$ cat src/rtl/traffic_conflict_monitor.sv
// Lamp safety monitor: passes lamps through one clk late; on a violation it latches a cause and flashes both reds until cleared.
// No backpressure. Define TLC_MON_MIN_GREEN_EN to add the short-green check (code 6, parameter MIN_GRN_TICKS).
module traffic_conflict_monitor #(
  parameter int MIN_YEL_TICKS = 1,
  parameter int DARK_TICKS    = 2,
  parameter int FLASH_TICKS   = 4,
  parameter int CNT_W         = 4
`ifdef TLC_MON_MIN_GREEN_EN
  ,
  parameter int MIN_GRN_TICKS = 5
`endif
) (
  input  logic       clk,
  input  logic       reset,
  input  logic       tick,
  input  logic       R_a,
  input  logic       Y_a,
  input  logic       G_a,
  input  logic       R_b,
  input  logic       Y_b,
  input  logic       G_b,
  input  logic       clear_fault,
  output logic       R_a_o,
  output logic       Y_a_o,
  output logic       G_a_o,
  output logic       R_b_o,
  output logic       Y_b_o,
  output logic       G_b_o,
  output logic       fault,
  output logic [2:0] fault_code,
  output logic [1:0] mon_state
);

  typedef enum logic [1:0] {
    ST_ARM   = 2'd0,
    ST_RUN   = 2'd1,
    ST_FAULT = 2'd2
  } state_e;

  localparam logic [CNT_W-1:0] YEL_LIM    = CNT_W'(MIN_YEL_TICKS);
  localparam logic [CNT_W-1:0] DARK_LIM   = CNT_W'(DARK_TICKS);
  localparam logic [CNT_W-1:0] FLASH_LAST = CNT_W'(FLASH_TICKS - 1);
`ifdef TLC_MON_MIN_GREEN_EN
  localparam logic [CNT_W-1:0] GRN_LIM    = CNT_W'(MIN_GRN_TICKS);
`endif

  // Per-head lamp vectors are {R,Y,G}; index 0 is head A, 1 is head B.
  logic [2:0]       cur_q      [2];
  logic [1:0]       prev_q     [2];
  logic             tick_q;
  logic [CNT_W-1:0] yel_cnt_q  [2];
  logic [CNT_W-1:0] dark_cnt_q [2];
`ifdef TLC_MON_MIN_GREEN_EN
  logic [CNT_W-1:0] grn_cnt_q  [2];
`endif

  state_e           state_q, state_d;
  logic [2:0]       fault_code_q, fault_code_d;
  logic             flash_q, flash_d;
  logic [CNT_W-1:0] flash_cnt_q, flash_cnt_d;
  logic [6:1]       fired;
  logic [2:0]       viol_code;
  logic [2:0]       drv_a, drv_b;

  function automatic logic [CNT_W-1:0] cnt_next(input logic [CNT_W-1:0] c,
                                                input logic on, input logic adv);
    if (!on)
      return '0;
    else if (adv && (c != '1))
      return c + CNT_W'(1);
    else
      return c;
  endfunction

  always_ff @(posedge clk) begin
    if (!reset) begin
      tick_q       <= 1'b0;
      state_q      <= ST_ARM;
      fault_code_q <= 3'd0;
      flash_q      <= 1'b0;
      flash_cnt_q  <= '0;
      for (int h = 0; h < 2; h++) begin
        cur_q[h]      <= 3'b000;
        prev_q[h]     <= 2'b00;
        yel_cnt_q[h]  <= '0;
        dark_cnt_q[h] <= '0;
`ifdef TLC_MON_MIN_GREEN_EN
        grn_cnt_q[h]  <= '0;
`endif
      end
    end else begin
      tick_q       <= tick;
      cur_q[0]     <= {R_a, Y_a, G_a};
      cur_q[1]     <= {R_b, Y_b, G_b};
      state_q      <= state_d;
      fault_code_q <= fault_code_d;
      flash_q      <= flash_d;
      flash_cnt_q  <= flash_cnt_d;
      for (int h = 0; h < 2; h++) begin
        prev_q[h]     <= cur_q[h][1:0];
        yel_cnt_q[h]  <= cnt_next(yel_cnt_q[h], cur_q[h][1], tick_q);
        dark_cnt_q[h] <= cnt_next(dark_cnt_q[h], cur_q[h] == 3'b000, tick_q);
`ifdef TLC_MON_MIN_GREEN_EN
        grn_cnt_q[h]  <= cnt_next(grn_cnt_q[h], cur_q[h][0], tick_q);
`endif
      end
    end
  end

  // Each check sets its own bit; the lowest set code becomes the cause.
  always_comb begin
    fired = '0;
    if ((|cur_q[0][1:0]) && (|cur_q[1][1:0]))
      fired[1] = 1'b1;
    for (int h = 0; h < 2; h++) begin
      if ($countones(cur_q[h]) > 1)
        fired[2] = 1'b1;
      if ((cur_q[h] == 3'b000) && (dark_cnt_q[h] == DARK_LIM))
        fired[3] = 1'b1;
      if (prev_q[h][1] && !cur_q[h][1] && (yel_cnt_q[h] < YEL_LIM))
        fired[4] = 1'b1;
      if (prev_q[h][0] && cur_q[h][2])
        fired[5] = 1'b1;
`ifdef TLC_MON_MIN_GREEN_EN
      if (prev_q[h][0] && !cur_q[h][0] && (grn_cnt_q[h] < GRN_LIM))
        fired[6] = 1'b1;
`endif
    end
    viol_code = 3'd0;
    for (int i = 6; i >= 1; i--)
      if (fired[i])
        viol_code = 3'(i);
  end

  always_comb begin
    state_d      = state_q;
    fault_code_d = fault_code_q;
    flash_d      = flash_q;
    flash_cnt_d  = flash_cnt_q;
    drv_a        = 3'b100;
    drv_b        = 3'b100;
    case (state_q)
      ST_ARM: begin
        if ((cur_q[0] == 3'b001) && (cur_q[1] == 3'b100))
          state_d = ST_RUN;
      end
      ST_RUN: begin
        drv_a = cur_q[0];
        drv_b = cur_q[1];
        if (viol_code != 3'd0) begin
          state_d      = ST_FAULT;
          fault_code_d = viol_code;
          flash_d      = 1'b1;
          flash_cnt_d  = '0;
        end
      end
      ST_FAULT: begin
        drv_a = {flash_q, 2'b00};
        drv_b = {flash_q, 2'b00};
        if (clear_fault) begin
          state_d      = ST_ARM;
          fault_code_d = 3'd0;
          flash_d      = 1'b0;
          flash_cnt_d  = '0;
        end else if (tick_q) begin
          if (flash_cnt_q == FLASH_LAST) begin
            flash_d     = !flash_q;
            flash_cnt_d = '0;
          end else begin
            flash_cnt_d = flash_cnt_q + CNT_W'(1);
          end
        end
      end
      default: begin
        state_d      = ST_ARM;
        fault_code_d = 3'd0;
        flash_d      = 1'b0;
        flash_cnt_d  = '0;
      end
    endcase
  end

  assign {R_a_o, Y_a_o, G_a_o} = drv_a;
  assign {R_b_o, Y_b_o, G_b_o} = drv_b;
  assign fault      = (state_q == ST_FAULT);
  assign fault_code = fault_code_q;
  assign mon_state  = state_q;

endmodule

$ cat config.mk
export PLATFORM = sky130hd
export DESIGN_NAME = traffic_conflict_monitor
export DESIGN_NICKNAME = d
export VERILOG_FILES = /design/src/rtl/traffic_conflict_monitor.sv
export SDC_FILE = /design/constraint.sdc
export NUM_CORES = 1
export LEC_CHECK = 0
export ABC_AREA = 1
export CAP_MARGIN = 20
export CORE_ASPECT_RATIO = 0.7
export CORE_UTILIZATION = 23
export CTS_CLUSTER_SIZE = 40
export DETAILED_ROUTE_END_ITERATION = 10
export PLACE_DENSITY = 0.47
export SYNTH_ARGS = -nofsm -noshare
export SYNTH_HDL_FRONTEND = slang
export SYNTH_SLANG_ARGS = --single-unit
$ cat constraint.sdc
create_clock -name clk -period 1.8 [get_ports clk]
set_clock_uncertainty 0.1 [all_clocks]
set_input_delay 0.54 -clock clk [delete_from_list [all_inputs] [get_ports clk]]
set_output_delay 0.54 -clock clk [all_outputs]
set_load 0.03 [all_outputs]
==> reports/results.tsv, run 1 <==
stage	metric	value	unit
status	status	finished, violations left	
status	violations	setup timing	
timing	hold_viol	0	
flow_run	cap_violations	0	
setup_path	cp-end-kind	output pin	
yosys	yosysSeqAreaShare	37.1	%
global_routing	gr-total-overflow	0	
drt	avgViaCountPerCell	3.90	
floorplan	num_rows	28	
yosys	synth_edf_count	0	
timing	tightest_slew	0.546	ns
global_routing	met2_usage	15.6	%
global_routing	grt_usage	10.9	%
timing	grt_setup_unrepaired	true	
global_routing	grt_max_degree	13	
clocking	cts_hold_buf	0	
clocking	clkTransAtPathRegs	0.06	ns
power_and_ir_drop	p_leak	0.00133	µW
timing	fmax	522	MHz
clocking	worstSkewPairLatency	0.28	ns
timing	setup_viol	6	
placed_design	placement.io_buffers	21	
global_routing	grt_antenna_before_repair	0	
placed_design	dpl_worst_slack	-0.112	ns
drt	wirelength	4340	µm
finish	syn_to_final_growth	38.9	%
power_and_ir_drop	power_density	1050	nW/µm²
finish	final_cell_mix	56 x nand2_1, 50 x inv_1, 30 x nor2_1	
timing	period_minus_slack	1.92	ns
worst_hold_path	worstHoldStart	dark_cnt_q[0][0]$_SDFFE_PN0P_	
setup_path	path_class	reg -> out	
placed_design	gp_congestion	0.749	
timing	setup_ws	-0.116	ns
timing	relSlewSlack	63.1	%
drt	vias	1756	
yosys	synth_cells	284	
power_and_ir_drop	irDropWorstVdd	465	µV
global_routing	grt_pass1_vias	1725	
setup_path	regToRegStartpoint	cur_q[0][0]$_SDFF_PN0_	
setup_path	crit_fanout	6	
drt	drc	0	
yosys	synth.cell_area	2000	µm²
timing	maxSlewViolCount	0	
setup_path	required	1.16	ns
yosys	synth_cell_types	29	
clocking	cts.sinks	37	
floorplan	die_h	80.0	µm
drt	drtIter0Drc	69	
clocking	htreeDepth	2	
finish	layout_commonest_cell	nand2_1	
finish	nets	353	
floorplan	io_pins	22	
floorplan	start_util	23.7	%
yosys	synth_warnings	0	
global_routing	grtUsageMet3	3.04	%
finish	layout-drive-gt1-share	27.9	%
placed_design	hpwl	3360	µm
clocking	cts_made_buffers	5	
drt	antenna_left	0	
global_routing	grt_pass1_wl	7660	µm
setup_path	worst_setup_path_start_kind	flip-flop	
yosys	ys_ff_latch	37	
floorplan	dieArea	9070	µm²
global_routing	busiest_layer	met2	
floorplan	fp.dieW	113	µm
yosys	async_flop_share	0	%
clocking	cts_tree	done	
timing	hold-worst-slack	0.380	ns
clocking	cts_buffer_depth	2	
global_routing	groute.layer.met1.usage	15.4	%
drt	dr.pass1.iters	4	
setup_path	arrival	1.28	ns
yosys	synthFlopType	dfxtp_1	
drt	wl_per_cell	9.64	µm
worst_hold_path	hp-class	reg -> reg	
floorplan	core	8440	µm²
clocking	cts_root_buf	clkbuf_16	
setup_path	critical_path.startpoint	mon_state[1]$_SDFFE_PN0P_	
yosys	postSynthAreaPerCell	7.04	µm²
finish	diodes	0	
timing	fin_crit_sh	106	%
yosys	syn_nets	308	
## cells in the mapped netlist, types with 4 or more instances
cell,n,area [µm²]
inv_1,55,206
nor2_1,32,120
dfxtp_1,37,741
nand2_1,65,244
nand3_1,14,70.1
ha_1,14,175
xor2_1,4,35.0
inv_2,4,15.0
o21ai_0,10,50.1
a21oi_1,12,60.1
nand4_1,5,31.3
## power breakdown
part / switching, µW / internal [µW] / leakage (µW)
Combinational: 652 / 434 / 0.000949
Sequential: 68.0 / 905 / 0.000307
Clock: 338 / 508 / 0.0000739
## per-layer routing
layer  part of all wire, %  wire (µm)  vias up
li1                      -          -      975
met1                    56       2420      755
met2                    40       1730       24
met3                   3.5        150        2
met4                  0.67         29        0
met5                     0          0        -
## what timing repair did
action | in CTS | in global routing
setup endpoints to repair | 17 | 16
buffers inserted | 4 | 0
gates resized for setup | 21 | 25
pin swaps | 7 | 11
gates cloned | 1 | 0
## sequential cells by signal (all words and copies together), names as in the netlist
| name | cells |
|---|---|
| prev_q | 4 |
| dark_cnt_q | 8 |
| tick_q | 1 |
| mon_state | 2 |
| flash_cnt_q | 4 |
| fault_code | 3 |
| yel_cnt_q | 8 |
| cur_q | 6 |
| flash_q | 1 |
## final timing paths
path / to / slack (ns) / cells past startpoint
max: R_b_o / -0.12 / 5
min: dark_cnt_q[0][0]$_SDFFE_PN0P_ / 0.38 / 2
max reg2reg: fault_code[2]$_SDFFE_PN0P_ / 0.01 / 13
min reg2reg: dark_cnt_q[0][0]$_SDFFE_PN0P_ / 0.38 / 2
## area by class of cell
cell class,instances,area (µm²)
clock inverter,3,16.3
tap,120,150
inverter,59,229
multi-input combinational,185,1140
clock buffer,5,125
timing repair buffer,41,352
sequential,37,759
fill,903,5670
## stage by stage
stage	instances	total power [µW]	setup TNS (ns)	instance area [µm²]	util [%]
3_3_place_gp	437	1960	-0.711	2460	29.1
3_5_place_dp	437	1950	-0.717	2460	29.1
2_1_floorplan	284	1650	-0.183	2030	-
6_report	450	2910	-0.594	2780	32.9
4_1_cts	450	2880	-0.694	2700	32.0
5_1_grt	450	3110	-1.95	2780	32.9
## critical path, stage by stage (launching register included)
cell and delay, ns:
dfxtp_4 0.35, inv_4 0.08, ha_4 0.17, inv_4 0.04, o211ai_1 0.16, buf_4 0.19
## kinds of logic (layout without fill, tap and decap cells)
logic type,Yosys count,after routing,synth area share [%]
buffers and inverters,63,108,12.5
AOI/OAI and AO/OA,32,32,9.02
adders and majority gates,14,14,8.77
xor gates and xnor gates,5,5,2.19
DFF,37,37,37.1
and+or+nand+nor,133,134,30.5
Note: power is estimated with default switching activity, not from simulation.
==> inputs of run 2 (changes only) <==
--- a/config.mk
+++ b/config.mk
@@ -8,6 +8,7 @@
 export ABC_AREA = 1
 export CAP_MARGIN = 20
 export CORE_ASPECT_RATIO = 0.7
+export CORE_MARGIN = 2
 export CORE_UTILIZATION = 23
 export CTS_CLUSTER_SIZE = 40
 export DETAILED_ROUTE_END_ITERATION = 10
==> run 2 against run 1 <==
The flow still finishes with violations (setup timing). Maximum frequency fell by 1.0%. Combinational power is 7% higher. Hold slack worse by 0.0067 ns. Global-route usage down 0.35 points. Utilization up 0.83 points. Worst setup slack worse by 0.020 ns. Largest cell class unchanged.
==> reports/results.tsv, run 2 (synthesis gave the netlist of run 1 again) <==
stage	metric	value	unit	change
placed_design	gp_congestion	0.758		+1.1%
timing	fin_crit_sh	108	%	+1.1 points
setup_path	critical_path.startpoint	mon_state[1]$_SDFFE_PN0P_		
timing	hold-worst-slack	0.373	ns	-0.00672 ns
power_and_ir_drop	power_density	1050	nW/µm²	+0.13%
clocking	clkTransAtPathRegs	0.05	ns	about the same
global_routing	grt_pass1_vias	1737		+0.70%
finish	nets	359		+1.7%
global_routing	grt_max_degree	13		unchanged
power_and_ir_drop	seqPwrFrac	32.5	%	-1.0 points
finish	diodes	0		unchanged
finish	layout_commonest_cell	nand2_1		
drt	wirelength	4510	µm	+3.9%
timing	grt_setup_unrepaired	true		
worst_hold_path	hp-class	reg -> reg		
clocking	cts.sinks	37		unchanged
timing	hold_viol	0		unchanged
placed_design	hpwl	3420	µm	+1.6%
setup_path	required	1.16	ns	about the same
timing	period_minus_slack	1.94	ns	+0.0196 ns
power_and_ir_drop	p_comb_share	39.3	%	+1.9 points
finish	top_regs	dark_cnt_q (8), yel_cnt_q (8), cur_q (6)		
setup_path	r2r_end	fault_code[0]$_SDFFE_PN0P_		
finish	fillers	913		+1.1%
timing	tns	-0.525	ns	+0.0684 ns
drt	wl_per_cell	9.89	µm	+2.6%
status	violations	setup timing		
placed_design	placement.io_buffers	21		unchanged
global_routing	grt_antenna_before_repair	0		unchanged
setup_path	path_class	reg -> out		
floorplan	start_util	23.7	%	unchanged
clocking	cts_root_buf	clkbuf_16		
floorplan	num_rows	28		unchanged
global_routing	grt_pass1_wl	7870	µm	+2.8%
timing	setup_ws	-0.136	ns	-0.0196 ns
clocking	cts_made_buffers	5		unchanged
placed_design	placed_cell_area	2460	µm²	unchanged
setup_path	regToRegStartpoint	cur_q[0][5]$_SDFF_PN0_		
clocking	cts_tree	done		
power_and_ir_drop	irDropWorstVdd	575	µV	+24%
setup_path	arrival	1.30	ns	+0.02 ns
setup_path	cp-end-kind	output pin		
power_and_ir_drop	p_sw	1080	µW	+2.5%
floorplan	die_h	82.0	µm	+2.5%
setup_path	worst_setup_path_start_kind	flip-flop		
power_and_ir_drop	p_leak	0.00136	µW	+2.1%
power_and_ir_drop	internal_power	1900	µW	+2.8%
timing	relSlewSlack	63.7	%	+0.60 points
setup_path	crit_fanout	4		-2
drt	drc	0		unchanged
drt	vias	1816		+3.4%
floorplan	fp.dieW	115	µm	+1.8%
clocking	cts_buffer_depth	2		unchanged
timing	fmax	517	MHz	-1.0%
drt	antenna_left	0		unchanged
finish	layout-drive-gt1-share	31.3	%	+3.4 points
drt	drtIter0Drc	30		-57%
status	status	finished, violations left		
timing	maxSlewViolCount	0		unchanged
setup_path	critPathCapture	R_b_o		
floorplan	core	8440	µm²	unchanged
timing	tightest_slew	0.537	ns	-0.00883 ns
setup_path	r2r_slack	0	ns	about the same
clocking	worstSkewPairLatency	0.28	ns	about the same
global_routing	gr-total-overflow	0		unchanged
floorplan	io_pins	22		unchanged
setup_path	reg2reg_depth	13		unchanged
finish	final_cell_mix	52 x nand2_1, 46 x inv_1, 30 x nor2_1		
drt	avgViaCountPerCell	3.98		+2.1%
global_routing	grt_usage	10.5	%	-0.35 points
clocking	htreeDepth	2		unchanged
power_and_ir_drop	power_switching_share	36.4	%	-0.067 points
timing	setup_viol	6		unchanged
drt	dr.pass1.iters	4		unchanged
finish	syn_to_final_growth	42.5	%	
finish	fin_area	2850	µm²	+2.5%
flow_run	cap_violations	0		unchanged
floorplan	dieArea	9460	µm²	+4.3%
power_and_ir_drop	clkPwrFrac	28.1	%	-1.0 points
-- run 2: changes by cell type in the layout (fill, tap and decap cells not counted), sizes merged --
cell           change
dlygate4sd2        -1
clkdlybuf4s15      +1
buf                +6
-- run 2: worst max-delay path, stage by stage, from the launching register on --
cell and delay (ns):
dfxtp_4 0.35, inv_4 0.07, ha_4 0.17, inv_4 0.04
o211ai_1 0.19, buf_4 0.20
-- run 2: metrics by stage --
step / util, % / setup WS [ns] / power [µW] / instances
finish: 33.7 / -0.136 / 2980 / 456
global route: 33.7 / -0.191 / 3190 / 456
CTS: 32.3 / -0.147 / 2910 / 452
detailed placement: 29.1 / -0.120 / 1960 / 437
global placement: 29.1 / -0.0948 / 1960 / 437
floorplan: - / -0.0788 / 1650 / 284
-- run 2: how the worst min path moves through the flow --
stage,cells past startpoint,start,to,slack (ns)
after floorplan,2,cur_q[0][3]$_SDFF_PN0_,prev_q[0][2]$_SDFF_PN0_,0.35
after global placement,2,flash_cnt_q[1]$_SDFFE_PN0P_,flash_cnt_q[1]$_SDFFE_PN0P_,0.37
after detailed placement,2,flash_cnt_q[1]$_SDFFE_PN0P_,flash_cnt_q[1]$_SDFFE_PN0P_,0.38
after CTS,2,flash_cnt_q[1]$_SDFFE_PN0P_,flash_cnt_q[1]$_SDFFE_PN0P_,0.38
after global routing,2,flash_cnt_q[1]$_SDFFE_PN0P_,flash_cnt_q[1]$_SDFFE_PN0P_,0.41
final,2,dark_cnt_q[0][0]$_SDFFE_PN0P_,dark_cnt_q[0][0]$_SDFFE_PN0P_,0.37
-- run 2: what timing repair did --
action | 4_1_cts | 5_1_grt
setup endpoints to repair | 18 | 17
hold buffers | 0 | 0
pin swaps | 8 | 13
setup buffers | 6 | 4
resized for setup | 24 | 33
gates cloned | 1 | 0
-- run 2: routing by layer --
metal	GRT usage, %	routed length [µm]
met5	0	0
met2	15.4	1890
met3	3.10	171
met4	2.17	19
met1	15.1	2430
-- run 2: final cells by class --
class,count,area [µm²],area share [%]
Multi-Input combinational cell,185,1160,40.9
Sequential cell,37,759,26.7
Timing Repair Buffer,47,402,14.1
Inverter,59,229,8.04
Tap cell,120,150,5.27
Clock buffer,5,125,4.40
Clock inverter,3,16.3,0.571
-- run 2: power by group through the flow --
| stage | clock, µW | combinational, µW | sequential (µW) |
|---|---|---|---|
| 2_1_floorplan | 0 | 613 | 1040 |
| 3_3_place_gp | 0 | 973 | 985 |
| 3_5_place_dp | 0 | 978 | 984 |
| 4_1_cts | 866 | 1080 | 966 |
| 5_1_grt | 902 | 1310 | 981 |
| 6_report | 839 | 1170 | 970 |
==> inputs of run 3 (changes only) <==
--- a/config.mk
+++ b/config.mk
@@ -6,12 +6,15 @@
 export NUM_CORES = 1
 export LEC_CHECK = 0
 export ABC_AREA = 1
+export ABC_CLOCK_PERIOD_IN_PS = 1800
 export CAP_MARGIN = 20
 export CORE_ASPECT_RATIO = 0.7
 export CORE_MARGIN = 2
 export CORE_UTILIZATION = 23
 export CTS_CLUSTER_SIZE = 40
 export DETAILED_ROUTE_END_ITERATION = 10
+export GPL_TIMING_DRIVEN = 0
+export HOLD_SLACK_MARGIN = 0.03
 export PLACE_DENSITY = 0.47
 export SYNTH_ARGS = -nofsm -noshare
 export SYNTH_HDL_FRONTEND = slang
==> run 3 against run 2 <==
First-iteration DRC count is 130% higher. Register-to-register slack worse by 0.04 ns. Count of clock-buffer cells in the layout stayed put. Highest routed layer unchanged. The run still ends with setup timing left. Sequential share of layout area is 0.82 points higher. Via count is 0.11% lower.
==> reports/results.tsv, run 3 (synthesis gave the netlist of run 1 again) <==
stage	metric	value	unit	change
placed_design	dpl_worst_slack	-0.445	ns	-0.325 ns
worst_hold_path	worstHoldStart	dark_cnt_q[0][0]$_SDFFE_PN0P_		
timing	setup_ws	-0.143	ns	-0.00682 ns
placed_design	hpwl	3370	µm	-1.4%
setup_path	worst_path_max_delay_cell	dfxtp_4		
finish	layout_commonest_cell	nand2_1		
timing	grt_setup_unrepaired	true		
placed_design	placement.io_buffers	20		-4.8%
drt	avgViaCountPerCell	4.06		+1.9%
status	violations	setup timing		
power_and_ir_drop	p_leak	0.00131	µW	-3.8%
finish	syn_to_final_growth	39.3	%	
floorplan	num_rows	28		unchanged
power_and_ir_drop	p_comb_share	39.0	%	-0.3 points
finish	fin_area	2780	µm²	-2.2%
setup_path	path_class	reg -> out		
clocking	cts_made_buffers	5		unchanged
clocking	worstSkewPairLatency	0.28	ns	about the same
finish	seq_area	766	µm²	+0.82%
setup_path	r2r_slack	-0.04	ns	-0.04 ns
power_and_ir_drop	clkPwrFrac	28.2	%	about the same
timing	tightest_slew	0.552	ns	+0.0148 ns
timing	fin_crit_sh	108	%	+0.38 points
global_routing	grt_pass1_vias	1654		-4.8%
floorplan	fp.dieW	115	µm	unchanged
timing	period_minus_slack	1.94	ns	+0.00682 ns
timing	relSlewSlack	62.7	%	-1.0 points
finish	diodes	0		unchanged
clocking	htreeDepth	2		unchanged
timing	setup_viol	10		+4
setup_path	r2r_end	flash_cnt_q[2]$_SDFFE_PN0P_		
global_routing	grt_max_degree	12		-1
setup_path	cp_num_buf_inv	3		unchanged
clocking	cts_buffer_depth	2		unchanged
setup_path	crit_chain	inv_4 -> ha_4 -> inv_4 -> o211ai_1 -> buf_4		
setup_path	max_stage_delay	0.35	ns	about the same
setup_path	regToRegStartpoint	cur_q[0][2]$_SDFF_PN0_		
drt	drc	0		unchanged
setup_path	worst_setup_path_start_kind	flip-flop		
floorplan	core	8440	µm²	unchanged
power_and_ir_drop	p_sw	1090	µW	+0.30%
placed_design	placedCellCount	424		-3.0%
flow_run	cap_violations	0		unchanged
placed_design	placed_cell_area	2380	µm²	-3.5%
floorplan	die_h	82.0	µm	unchanged
finish	final_cells	447		-2.0%
global_routing	grt_pass1_wl	7510	µm	-4.5%
drt	drtIter0Drc	70		+130%
global_routing	grt_antenna_before_repair	0		unchanged
power_and_ir_drop	irDropWorstVdd	434	µV	-25%
finish	fillers	916		+0.33%
global_routing	grt_usage	10.4	%	-0.061 points
setup_path	arrival	1.30	ns	about the same
floorplan	start_util	23.7	%	unchanged
drt	dr.pass1.iters	4		unchanged
power_and_ir_drop	seqPwrFrac	32.8	%	+0.3 points
timing	fmax	515	MHz	-0.35%
finish	nets	350		-2.5%
finish	top_regs	dark_cnt_q (8), yel_cnt_q (8), cur_q (6)		
worst_hold_path	hp-class	reg -> reg		
setup_path	reg2reg_depth	13		unchanged
timing	hold_viol	0		unchanged
power_and_ir_drop	power_switching_share	36.9	%	+0.50 points
setup_path	cp_common_cell	inv_4		
floorplan	dieArea	9460	µm²	unchanged
floorplan	io_pins	22		unchanged
worst_hold_path	hold_end	dark_cnt_q[0][0]$_SDFFE_PN0P_		
placed_design	gp_congestion	0.725		-4.3%
power_and_ir_drop	power_density	1060	nW/µm²	+1.2%
timing	maxSlewViolCount	0		unchanged
drt	wl_per_cell	10.5	µm	+6.4%
timing	hold-worst-slack	0.380	ns	+0.00711 ns
setup_path	cp-end-kind	output pin		
finish	layout-drive-gt1-share	30.9	%	-0.36 points
drt	vias	1814		-0.11%
clocking	clkTransAtPathRegs	0.06	ns	about the same
drt	antenna_left	0		unchanged
clocking	cts_root_buf	clkbuf_16		
clocking	cts_tree	done		
finish	final_cell_mix	48 x nand2_1, 47 x inv_1, 31 x nor2_1		
finish	multi_input_area	1180	µm²	+1.2%
worst_hold_path	hold_depth	2		unchanged
status	status	finished, violations left		
clocking	cts.sinks	37		unchanged
drt	wirelength	4700	µm	+4.3%
power_and_ir_drop	internal_power	1860	µW	-1.8%
setup_path	crit_family	flip-flops		
global_routing	gr-total-overflow	0		unchanged
setup_path	required	1.16	ns	about the same
setup_path	crit_fanout	6		+2
==> run 3: power by group through the flow <==
stage / clock, µW / combinational [µW] / sequential (µW)
finish: 833 / 1150 / 967
floorplan: 0 / 613 / 1040
CTS: 856 / 1030 / 968
detailed placement: 0 / 962 / 984
global route: 902 / 1280 / 977
global placement: 0 / 963 / 982
==> run 3: timing repair <==
| item | 4_1_cts | 5_1_grt |
|---|---|---|
| pin swaps | 8 | 16 |
| resized for setup | 69 | 38 |
| endpoints found under the setup margin | 22 | 17 |
| setup buffers | 7 | 8 |
| gates cloned | 1 | 0 |
| hold buffers | 0 | 0 |
==> run 3: through the flow <==
stage | power [µW] | utilization (%) | TNS (ns)
5_1_grt | 3160 | 33.0 | -2.06
4_1_cts | 2850 | 31.0 | -0.751
3_5_place_dp | 1950 | 28.1 | -4.34
3_3_place_gp | 1950 | 28.1 | -4.14
2_1_floorplan | 1650 | - | -0.183
6_report | 2950 | 33.0 | -0.744
==> run 3: per-layer routing <==
| layer | global-route usage (%) | vias up | wire (µm) |
|---|---|---|---|
| met5 | 0 | - | 0 |
| met4 | 4.70 | 0 | 76 |
| met3 | 3.39 | 8 | 231 |
| met2 | 14.1 | 33 | 1820 |
| met1 | 14.8 | 814 | 2580 |
| li1 | - | 959 | - |
==> run 3: worst max path at each step <==
stage	cells past startpoint	end	from
after detailed placement	6	R_a_o	mon_state[1]$_SDFFE_PN0P_
after CTS	5	R_b_o	mon_state[1]$_SDFFE_PN0P_
after floorplan	5	R_a_o	mon_state[1]$_SDFFE_PN0P_
after global placement	6	R_a_o	mon_state[1]$_SDFFE_PN0P_
after global routing	5	R_a_o	mon_state[1]$_SDFFE_PN0P_
final	5	R_b_o	mon_state[1]$_SDFFE_PN0P_
==> run 3: final cells by class <==
| type | count | area share (%) |
|---|---|---|
| Buffer | 3 | 0.494 |
| Clock buffer | 5 | 4.49 |
| Clock inverter | 3 | 0.449 |
| Inverter | 59 | 8.22 |
| Multi-Input combinational cell | 185 | 42.3 |
| Sequential cell | 37 | 27.5 |
| Tap cell | 120 | 5.39 |
| Timing Repair Buffer | 35 | 11.1 |
==> run 3: worst register-to-register path, stage by stage, from the launching register on <==
cell and delay [ns]:
dfxtp_4 0.35, ha_4 0.23, nand2_2 0.05, nand2_2 0.06, nor2_4 0.14, nand3_4 0.11
nand2_2 0.08, nand2_2 0.07, nor2_4 0.12, nand2_4 0.11, nand2_4 0.13, nand2_2 0.05
o21ai_1 0.07, nor2_1 0.05
